<file path="config.mk">
export PLATFORM = sky130hd
export DESIGN_NAME = mem_access_stage
export DESIGN_NICKNAME = d
export VERILOG_FILES = /design/src/rtl/riscv_pkg.sv /design/src/rtl/lsu_align.sv /design/src/rtl/mem_access_stage.sv
export SDC_FILE = /design/constraint.sdc
export NUM_CORES = 1
export LEC_CHECK = 0
export BUFFER_PORTS_ARGS = -buffer_cell sky130_fd_sc_hd__buf_2
export CAP_MARGIN = 30
export CORE_MARGIN = 2
export CORE_UTILIZATION = 49
export CTS_CLUSTER_DIAMETER = 100
export DETAILED_ROUTE_END_ITERATION = 16
export PLACE_DENSITY = 0.8
export SYNTH_ARGS = -nofsm -noshare
export SYNTH_HDL_FRONTEND = slang
export SYNTH_HIERARCHICAL = 1
export SYNTH_SLANG_ARGS = --single-unit
export TNS_END_PERCENT = 30
</file>
<file path="constraint.sdc">
create_clock -name clk -period 3.36 [get_ports clk]
set_clock_uncertainty 0.15 [all_clocks]
set_input_delay 0.504 -clock clk [delete_from_list [all_inputs] [get_ports clk]]
set_output_delay 0.504 -clock clk [all_outputs]
set_load 0.01 [all_outputs]
</file>
<file path="src/rtl/riscv_pkg.sv">
// Shared RISC-V pipeline definitions: load/store funct3 encodings and the
// load/store unit state encoding.
package riscv_pkg;

  localparam logic [2:0] F3_LB  = 3'b000;
  localparam logic [2:0] F3_LH  = 3'b001;
  localparam logic [2:0] F3_LW  = 3'b010;
  localparam logic [2:0] F3_LBU = 3'b100;
  localparam logic [2:0] F3_LHU = 3'b101;
  localparam logic [2:0] F3_SB  = 3'b000;
  localparam logic [2:0] F3_SH  = 3'b001;
  localparam logic [2:0] F3_SW  = 3'b010;

  typedef enum logic [1:0] {
    IDLE = 2'd0,
    REQ  = 2'd1,
    WAIT = 2'd2,
    DONE = 2'd3
  } lsu_state_t;

endpackage

</file>
<file path="src/rtl/lsu_align.sv">
// Combinational byte-lane steering for the load/store unit: store byte enables
// and replicated write data, load lane extraction and extension, and the
// misaligned / illegal-encoding flag.
module lsu_align
  import riscv_pkg::*;
(
  input  logic        [2:0]  funct3,
  input  logic        [1:0]  addr_lo,
  input  logic               is_store,
  input  logic        [31:0] st_data,
  input  logic        [31:0] ld_word,
  output logic        [3:0]  be,
  output logic        [31:0] wdata,
  output logic        [31:0] ld_data,
  output logic               misalign
);

  logic signed [7:0]  byte_s;
  logic signed [15:0] half_s;

  assign byte_s = 8'(ld_word >> {addr_lo, 3'b000});
  assign half_s = addr_lo[1] ? ld_word[31:16] : ld_word[15:0];

  // Byte and half codes are shared by loads and stores; is_store picks the role.
  always_comb begin
    be       = 4'b1111;
    wdata    = st_data;
    ld_data  = ld_word;
    misalign = 1'b0;
    case (funct3)
      F3_LB: begin
        if (is_store) begin
          be    = 4'b0001 << addr_lo;
          wdata = {4{st_data[7:0]}};
        end else begin
          ld_data = {{24{byte_s[7]}}, byte_s};
        end
      end
      F3_LH: begin
        misalign = addr_lo[0];
        if (is_store) begin
          be    = 4'b0011 << {addr_lo[1], 1'b0};
          wdata = {2{st_data[15:0]}};
        end else begin
          ld_data = {{16{half_s[15]}}, half_s};
        end
      end
      F3_LW: begin
        misalign = |addr_lo;
      end
      F3_LBU: begin
        misalign = is_store;
        ld_data  = {24'd0, byte_s};
      end
      F3_LHU: begin
        misalign = is_store | addr_lo[0];
        ld_data  = {16'd0, half_s};
      end
      default: begin
        misalign = 1'b1;
      end
    endcase
  end

endmodule

</file>
<file path="src/rtl/mem_access_stage.sv">
// M-stage load/store unit: issues one outstanding data-bus transaction per
// access, stalls the pipeline while it is in flight, and returns aligned load data.
module mem_access_stage
  import riscv_pkg::*;
#(
  parameter int unsigned TIMEOUT_CYCLES = 255
) (
  input  logic        clk,
  input  logic        rst,
  input  logic        mem_rd_M,
  input  logic        mem_wr_M,
  input  logic [2:0]  funct3_M,
  input  logic [31:0] alu_o_M,
  input  logic [31:0] wr_data_M,
  input  logic        flush,
  output logic [31:0] rd_data_M,
  output logic        stall_mem,
  output logic        misalign_M,
  output logic        bus_err_M,
  output logic        dbus_req,
  output logic        dbus_we,
  output logic [31:0] dbus_addr,
  output logic [3:0]  dbus_be,
  output logic [31:0] dbus_wdata,
  input  logic        dbus_gnt,
  input  logic        dbus_rvalid,
  input  logic [31:0] dbus_rdata,
  input  logic        dbus_err
);

  lsu_state_t  state, state_nxt;
  logic        access, is_idle, busy, start, tmo_hit, kill, kill_now;
  logic [2:0]  funct3_p1;
  logic [1:0]  off_p1;
  logic [7:0]  tmo_cnt;
  logic [2:0]  al_funct3;
  logic [1:0]  al_off;
  logic        al_store;
  logic [3:0]  al_be;
  logic [31:0] al_wdata;
  logic [31:0] al_ld_data;
  logic        al_mis;

  assign access   = (mem_rd_M | mem_wr_M) & ~flush;
  assign is_idle  = (state == IDLE);
  assign busy     = (state == REQ) | (state == WAIT);
  assign start    = is_idle & access & ~al_mis;
  assign tmo_hit  = busy & (tmo_cnt == 8'(TIMEOUT_CYCLES - 1));
  assign kill_now = kill | flush;

  // In IDLE the aligner checks the live instruction; afterwards it decodes the latched one.
  assign al_funct3 = is_idle ? funct3_M      : funct3_p1;
  assign al_off    = is_idle ? alu_o_M[1:0]  : off_p1;
  assign al_store  = is_idle ? mem_wr_M      : dbus_we;

  lsu_align u_align (
    .funct3   (al_funct3),
    .addr_lo  (al_off),
    .is_store (al_store),
    .st_data  (wr_data_M),
    .ld_word  (dbus_rdata),
    .be       (al_be),
    .wdata    (al_wdata),
    .ld_data  (al_ld_data),
    .misalign (al_mis)
  );

  always_ff @(posedge clk) begin
    if (rst) state <= IDLE;
    else     state <= state_nxt;
  end

  always_comb begin
    state_nxt = state;
    case (state)
      IDLE: if (start) state_nxt = REQ;
      REQ: begin
        if (tmo_hit)       state_nxt = DONE;
        else if (dbus_gnt) state_nxt = WAIT;
      end
      WAIT: begin
        if (dbus_rvalid || tmo_hit) state_nxt = DONE;
      end
      DONE:    state_nxt = IDLE;
      default: state_nxt = IDLE;
    endcase
  end

  always_comb begin
    stall_mem  = start | busy;
    misalign_M = is_idle & access & al_mis;
  end

  // Request latch, kill flag, timeout counter and result registers.
  always_ff @(posedge clk) begin
    if (rst) begin
      dbus_req   <= 1'b0;
      dbus_we    <= 1'b0;
      dbus_addr  <= '0;
      dbus_be    <= '0;
      dbus_wdata <= '0;
      funct3_p1  <= '0;
      off_p1     <= '0;
      kill       <= 1'b0;
      tmo_cnt    <= '0;
      rd_data_M  <= '0;
      bus_err_M  <= 1'b0;
    end else begin
      dbus_req <= (state_nxt == REQ);
      if (start) begin
        dbus_addr  <= {alu_o_M[31:2], 2'b00};
        dbus_be    <= al_be;
        dbus_wdata <= al_wdata;
        dbus_we    <= mem_wr_M;
        funct3_p1  <= funct3_M;
        off_p1     <= alu_o_M[1:0];
      end
      if (state == DONE)     kill <= 1'b0;
      else if (busy & flush) kill <= 1'b1;
      tmo_cnt <= busy ? tmo_cnt + 8'd1 : 8'd0;
      if ((state == WAIT) && dbus_rvalid) begin
        rd_data_M <= (dbus_err | kill_now | dbus_we) ? 32'd0 : al_ld_data;
        bus_err_M <= dbus_err & ~kill_now;
      end else if (tmo_hit) begin
        rd_data_M <= 32'd0;
        bus_err_M <= ~kill_now;
      end
    end
  end

endmodule

</file>
==> flow_summary.json, run 1 <==
{
  "status": "complete, no violations",
  "synth.distinct_cells": 55,
  "finalCoreUtilization": 0.655,
  "dp_slack_ns": 0.158,
  "path_clk_slew_ns": 0.06,
  "clkLatencyLatePin_ns": 0.51,
  "timing.final.crit_share": 0.946,
  "setup_tns_ns": 0,
  "antenna_cells": 0,
  "relSlewSlack": 0.568,
  "maxCapViolCount": 0,
  "place.gp.congestion": 0.812,
  "worst_setup_path_end_kind": "primary output",
  "synthCells": 648,
  "worst_setup_path_start_kind": "flop",
  "tritoncts": "yes",
  "fin_ws_ns": 0.181,
  "die-area_um2": 12100,
  "n_fill_cell": 966,
  "dieHeight_um": 110,
  "routed_wl_um": 15400,
  "power_leakage_nw": 3.27,
  "rows": 38,
  "wl_per_cell_um": 15.6,
  "firstDrtPassIters": 4,
  "antenna_found_initial": 0,
  "mappedNetlistArea_um2": 5480,
  "rsz0062_at_grt": "false",
  "drtIter0Drc": 310,
  "numCtsBuffers": 17,
  "clockBufferDepth": 2,
  "grt_max_degree": 63,
  "vdd_ir_drop_max_v": 0.000467,
  "multi_input_area_um2": 2800,
  "overflow": 0,
  "power_density_nw_per_um2": 721,
  "startpoint": "state[1]",
  "max_freq_ghz": 0.315,
  "r2r_start": "state[1]",
  "synth_seq_area_share": 0.427,
  "register_area_um2": 2340,
  "setup_viol": 0,
  "cp.arrival_ns": 2.53,
  "worstHoldPathType": "in -> reg",
  "critical_path_class": "reg -> out",
  "core_area_um2": 10900,
  "initial_core_util": 0.504,
  "die_w_um": 110,
  "hp-start": "alu_o_M[28]",
  "nNetsFinal": 951,
  "async_flop_share": 0,
  "h-tree-depth": 4,
  "fin_crit_ns": 3.18,
  "syn_to_final_growth_pct": 30.0,
  "power_w": 0.00514,
  "gr-usage-all-layers": 0.249,
  "tightestPinTransition_ns": 0.648,
  "slew_violations": 0,
  "critPathMaxFanout": 6,
  "ant_nets": 0,
  "num_io_pins": 212,
  "drcViolationCount": 0,
  "io_buffers": 209,
  "via_per_inst": 5.38,
  "synth.ff_latch_count": 117,
  "dp_hpwl_um": 10600,
  "grt_pass1_vias": 4737,
  "synth_edf_count": 0,
  "finalHoldViolCount": 0,
  "syn_avg_cell_area_um2": 8.46,
  "yosys_warnings": 6,
  "synth_ff_type": "dfxtp_1",
  "cts_root_buf": "clkbuf_8",
  "vias": 5320,
  "grt_pass1_wl_um": 23300,
  "drive_above_1_share": 0.347,
  "cts.sinks": 117,
  "worst_ep_required_time_ns": 2.71
}
layer usage:
layer,wire length (um),global-route usage,up-vias
met3,1390,0.0842,24
li1,-,-,2601
met1,6320,0.292,2465
met2,7460,0.419,230
met5,0,0,-
met4,241,0.0958,0
worst paths after layout:
path	to	slack, ns	depth (start not counted)
setup / recovery	stall_mem	0.18	8
hold reg to reg	bus_err_M	0.29	2
setup reg to reg	rd_data_M[5]	0.58	10
hold / removal	dbus_addr[28]	0.08	3
Yosys cell counts, types with 7 or more instances:
cell       count  area share
ha_1           8       0.018
mux2i_1       11       0.020
o22ai_1        7      0.0080
a21oi_1       85       0.078
buf_2         21       0.019
nand2_1      153        0.10
buf_4         11       0.015
clkbuf_1      16       0.011
a21o_1        18       0.025
dfxtp_1      117        0.43
a2bb2oi_1      7       0.011
mux2_2        13       0.027
a221o_1        8       0.015
a22oi_1       32       0.044
buf_6         11       0.023
mux2_1        16       0.033
nor2_1        53       0.036
state kept, by name, summed over array words and instances, names as in the netlist:
register and cells:
funct3_p1 3, tmo_cnt 8, state 2, dbus_we 1
bus_err_M 1, dbus_addr 30, off_p1 2, rd_data_M 32
dbus_req 1, dbus_be 4, kill 1, dbus_wdata 32
layout by cell type, fill, tap and decap left out, drive strengths merged, types with 3 or more instances in the layout:
cell type / synthesis / final
nand3: 4 / 4
clkinv: 1 / 3
inv: 5 / 14
a2bb2oi: 7 / 7
nor3: 3 / 3
a21oi: 86 / 86
clkbuf: 16 / 17
ha: 8 / 8
or3: 3 / 3
o22ai: 7 / 7
nand2: 153 / 153
buf: 44 / 229
a22oi: 33 / 33
and3: 3 / 3
o21ai: 3 / 3
mux2: 29 / 29
a21o: 18 / 18
mux2i: 11 / 11
nor3b: 3 / 3
nor2: 53 / 53
xor2: 5 / 5
a221o: 8 / 8
dfxtp: 117 / 117
nand2b: 5 / 5
cells by family (layout without fill, tap and decap cells):
group	after synthesis	count (layout)	synth area share
other	1	2	0.000684
buffers and inverters	67	267	0.0748
multiplexers	40	40	0.0796
AO/OA/AOI/OAI	169	169	0.199
adder cells (fa/ha/maj)	8	8	0.0183
AND/OR/NAND/NOR	240	240	0.191
XOR/XNOR	6	6	0.00958
flip-flops	117	117	0.427
per-stage QoR:
| step | instances | area (um^2) | hold WS (ns) |
|---|---|---|---|
| floorplan | 649 | 5490 | 0.284 |
| global placement | 955 | 6490 | 0.287 |
| detailed placement | 955 | 6490 | 0.293 |
| CTS | 989 | 7110 | 0.0532 |
| global route | 989 | 7130 | 0.0503 |
| finish | 989 | 7130 | 0.0764 |
critical path, cell delays in order, from the launching register on:
cell	delay (ns)
dfxtp_2	0.34
inv_2	0.10
ha_4	0.19
mux2_4	0.35
a221oi_2	0.29
a31oi_2	0.10
or3_4	0.42
nand2b_1	0.08
buf_2	0.12
area by class of cell:
class	instances	area share
Clock inverter	15	0.0230
Timing Repair Buffer	229	0.170
Multi-Input combinational cell	465	0.392
Clock buffer	17	0.0581
Tap cell	140	0.0246
Inverter	6	0.00316
Sequential cell	117	0.329
report_power, final:
| part | internal (W) | switching, W | leakage (nW) |
|---|---|---|---|
| Sequential | 0.00154 | 0.0000772 | 0.949 |
| Combinational | 0.000745 | 0.00101 | 2.04 |
| Clock | 0.00107 | 0.000695 | 0.282 |
| Total | 0.00336 | 0.00178 | 3.27 |
timing repair:
action / in CTS / in global routing
gates cloned: 0 / 0
endpoints found under the setup margin: 1 / 1
hold buffers: 0 / 0
pin swaps: 1 / 1
setup buffers: 2 / 0
gates resized for setup: 9 / 5
(Power assumes the default switching activity.)
==> run 2, diff against run 1 <==
--- a/config.mk
+++ b/config.mk
@@ -7,11 +7,13 @@
 export LEC_CHECK = 0
 export BUFFER_PORTS_ARGS = -buffer_cell sky130_fd_sc_hd__buf_2
 export CAP_MARGIN = 30
+export CELL_PAD_IN_SITES_DETAIL_PLACEMENT = 0
+export CELL_PAD_IN_SITES_GLOBAL_PLACEMENT = 1
 export CORE_MARGIN = 2
-export CORE_UTILIZATION = 49
+export CORE_UTILIZATION = 35
 export CTS_CLUSTER_DIAMETER = 100
 export DETAILED_ROUTE_END_ITERATION = 16
-export PLACE_DENSITY = 0.8
+export PLACE_DENSITY_LB_ADDON = 0.1
 export SYNTH_ARGS = -nofsm -noshare
 export SYNTH_HDL_FRONTEND = slang
 export SYNTH_HIERARCHICAL = 1
==> flow_summary.json, run 2 (synthesis gave the netlist of run 1 again) <==
{
  "crit_chain": "inv_2, ha_4, mux2_2, a221oi_2, a31oi_2, or3_4, nand2b_1, buf_2",
  "swShare": 0.317,
  "grt_max_degree": 73,
  "clockBufferDepth": 2,
  "num_io_pins": 212,
  "die-area_um2": 16700,
  "worst_setup_path_end_kind": "primary output",
  "syn_to_final_growth_pct": 33.0,
  "mostFrequentLayoutCells": "208 x buf_2, 153 x nand2_1, 116 x dfxtp_1",
  "power_density_nw_per_um2": 741,
  "reg.largest.list": "dbus_wdata: 32 flops, rd_data_M: 32 flops, dbus_addr: 30 flops",
  "multi_input_area_um2": 2790,
  "initial_core_util": 0.359,
  "power_leakage_nw": 3.31,
  "io_buffers": 209,
  "pwr-share-seq": 0.300,
  "core_area_um2": 15300,
  "worstHoldPathType": "in -> reg",
  "fin_crit_ns": 3.15,
  "gr-usage-all-layers": 0.192,
  "setup_viol": 0,
  "drive_above_1_share": 0.345,
  "grt_pass1_vias": 4947,
  "drcViolationCount": 0,
  "layoutNonFillerInstCount": 1060,
  "maxCapViolCount": 0,
  "critPathMaxFanout": 7,
  "tightestPinTransition_ns": 0.762,
  "max_freq_ghz": 0.317,
  "timing.final.crit_share": 0.939,
  "p_switching_w": 0.00171,
  "finalHoldViolCount": 0,
  "dieHeight_um": 129,
  "cp.arrival_ns": 2.50,
  "tritoncts": "yes",
  "pwr-share-clk": 0.376,
  "vias": 5144,
  "ant_nets": 0,
  "p_int_w": 0.00369,
  "h-tree-depth": 4,
  "routed_wl_um": 16300,
  "place.gp.congestion": 0.796,
  "dp_cells": 1024,
  "antenna_cells": 0,
  "die_w_um": 129,
  "slew_violations": 0,
  "regToRegSetupSlack_ns": 0.45,
  "path_clk_slew_ns": 0.05,
  "numCtsBuffers": 17,
  "drtIter0Drc": 272,
  "slowest_delay_ns": 0.43,
  "relSlewSlack": 0.492,
  "dp_hpwl_um": 11500,
  "vdd_ir_drop_max_v": 0.000354,
  "cts.sinks": 117,
  "antenna_found_initial": 0,
  "worst_setup_path_start_kind": "flop",
  "crit_buf_inv": 2,
  "wl_per_cell_um": 15.3,
  "critical_path_class": "reg -> out",
  "clkLatencyLatePin_ns": 0.41,
  "critPathTopFamily": "simple AND/OR/NAND/NOR gates",
  "cts_root_buf": "clkbuf_16",
  "n_fill_cell": 1552,
  "combPwrFrac": 0.324,
  "via_per_inst": 4.85,
  "worst_ep_required_time_ns": 2.71,
  "final_common_cell": "buf_2",
  "rsz0062_at_grt": "false",
  "rows": 45,
  "nNetsFinal": 951,
  "firstDrtPassIters": 4,
  "grt_pass1_wl_um": 25000,
  "crit_slowest_cell": "or3_4",
  "setup_tns_ns": 0,
  "overflow": 0,
  "status": "complete, no violations",
  "register_area_um2": 2340
}
[run 2: cell count changes in the layout (fill, tap and decap cells not counted), sizes merged]
cell / delta
inv: -9
clkbuf: +6
clkinv: +2
clkinvlp: -2
bufinv: +3
[run 2: power by group through the flow]
stage               Clock, W  Sequential [W]  Combinational, W
floorplan                  0         0.00170           0.00120
global placement           0         0.00165           0.00166
detailed placement         0         0.00165           0.00168
CTS                  0.00208         0.00162           0.00172
global route         0.00214         0.00164           0.00193
finish               0.00203         0.00162           0.00175
[run 2: stage by stage]
step	area [um^2]	util	setup WS, ns	hold slack (ns)	power [W]
2_1_floorplan	5490	-	0.145	0.284	0.00290
3_3_place_gp	6560	0.430	0.198	0.289	0.00331
3_5_place_dp	6560	0.430	0.0880	0.293	0.00333
4_1_cts	7260	0.476	0.0375	0.164	0.00543
5_1_grt	7290	0.478	0.0930	0.178	0.00571
6_report	7290	0.478	0.205	0.181	0.00540
[run 2: repair_timing]
action | 4_1_cts | 5_1_grt
hold buffers | 0 | 0
pin swaps | 0 | 1
setup buffers | 0 | 4
setup endpoints to repair | 1 | 1
resized for setup | 8 | 2
[run 2: routing by layer]
metal,global-route usage,vias up,wire length [um]
met1,0.236,2367,7250
met3,0.0557,22,1130
li1,-,2604,-
met2,0.319,151,7630
met5,0,-,0
met4,0.0710,0,245
[run 2: tightest hold or removal path, delay by kind of cell]
| kind | cells | cell delay [ns] |
|---|---|---|
| buf+inv | 1 | 0.10 |
| simple gates | 1 | 0.05 |
| compound gates | 1 | 0.05 |
[run 2: area by class of cell]
cell class                      instances  share of cell area
Clock buffer                           23              0.0683
Inverter                                6             0.00309
Sequential cell                       117               0.321
Timing Repair Buffer                  229               0.166
Tap cell                              211              0.0362
Clock inverter                          9              0.0233
Multi-Input combinational cell        465               0.382
[run 2: path summary, 6_finish.rpt]
kind | startpoint | to | depth (start not counted)
max | state[0] | stall_mem | 8
min | alu_o_M[31] | dbus_addr[31] | 3
max reg2reg | state[0] | rd_data_M[4] | 10
min reg2reg | dbus_wdata[3] | dbus_wdata[3] | 2
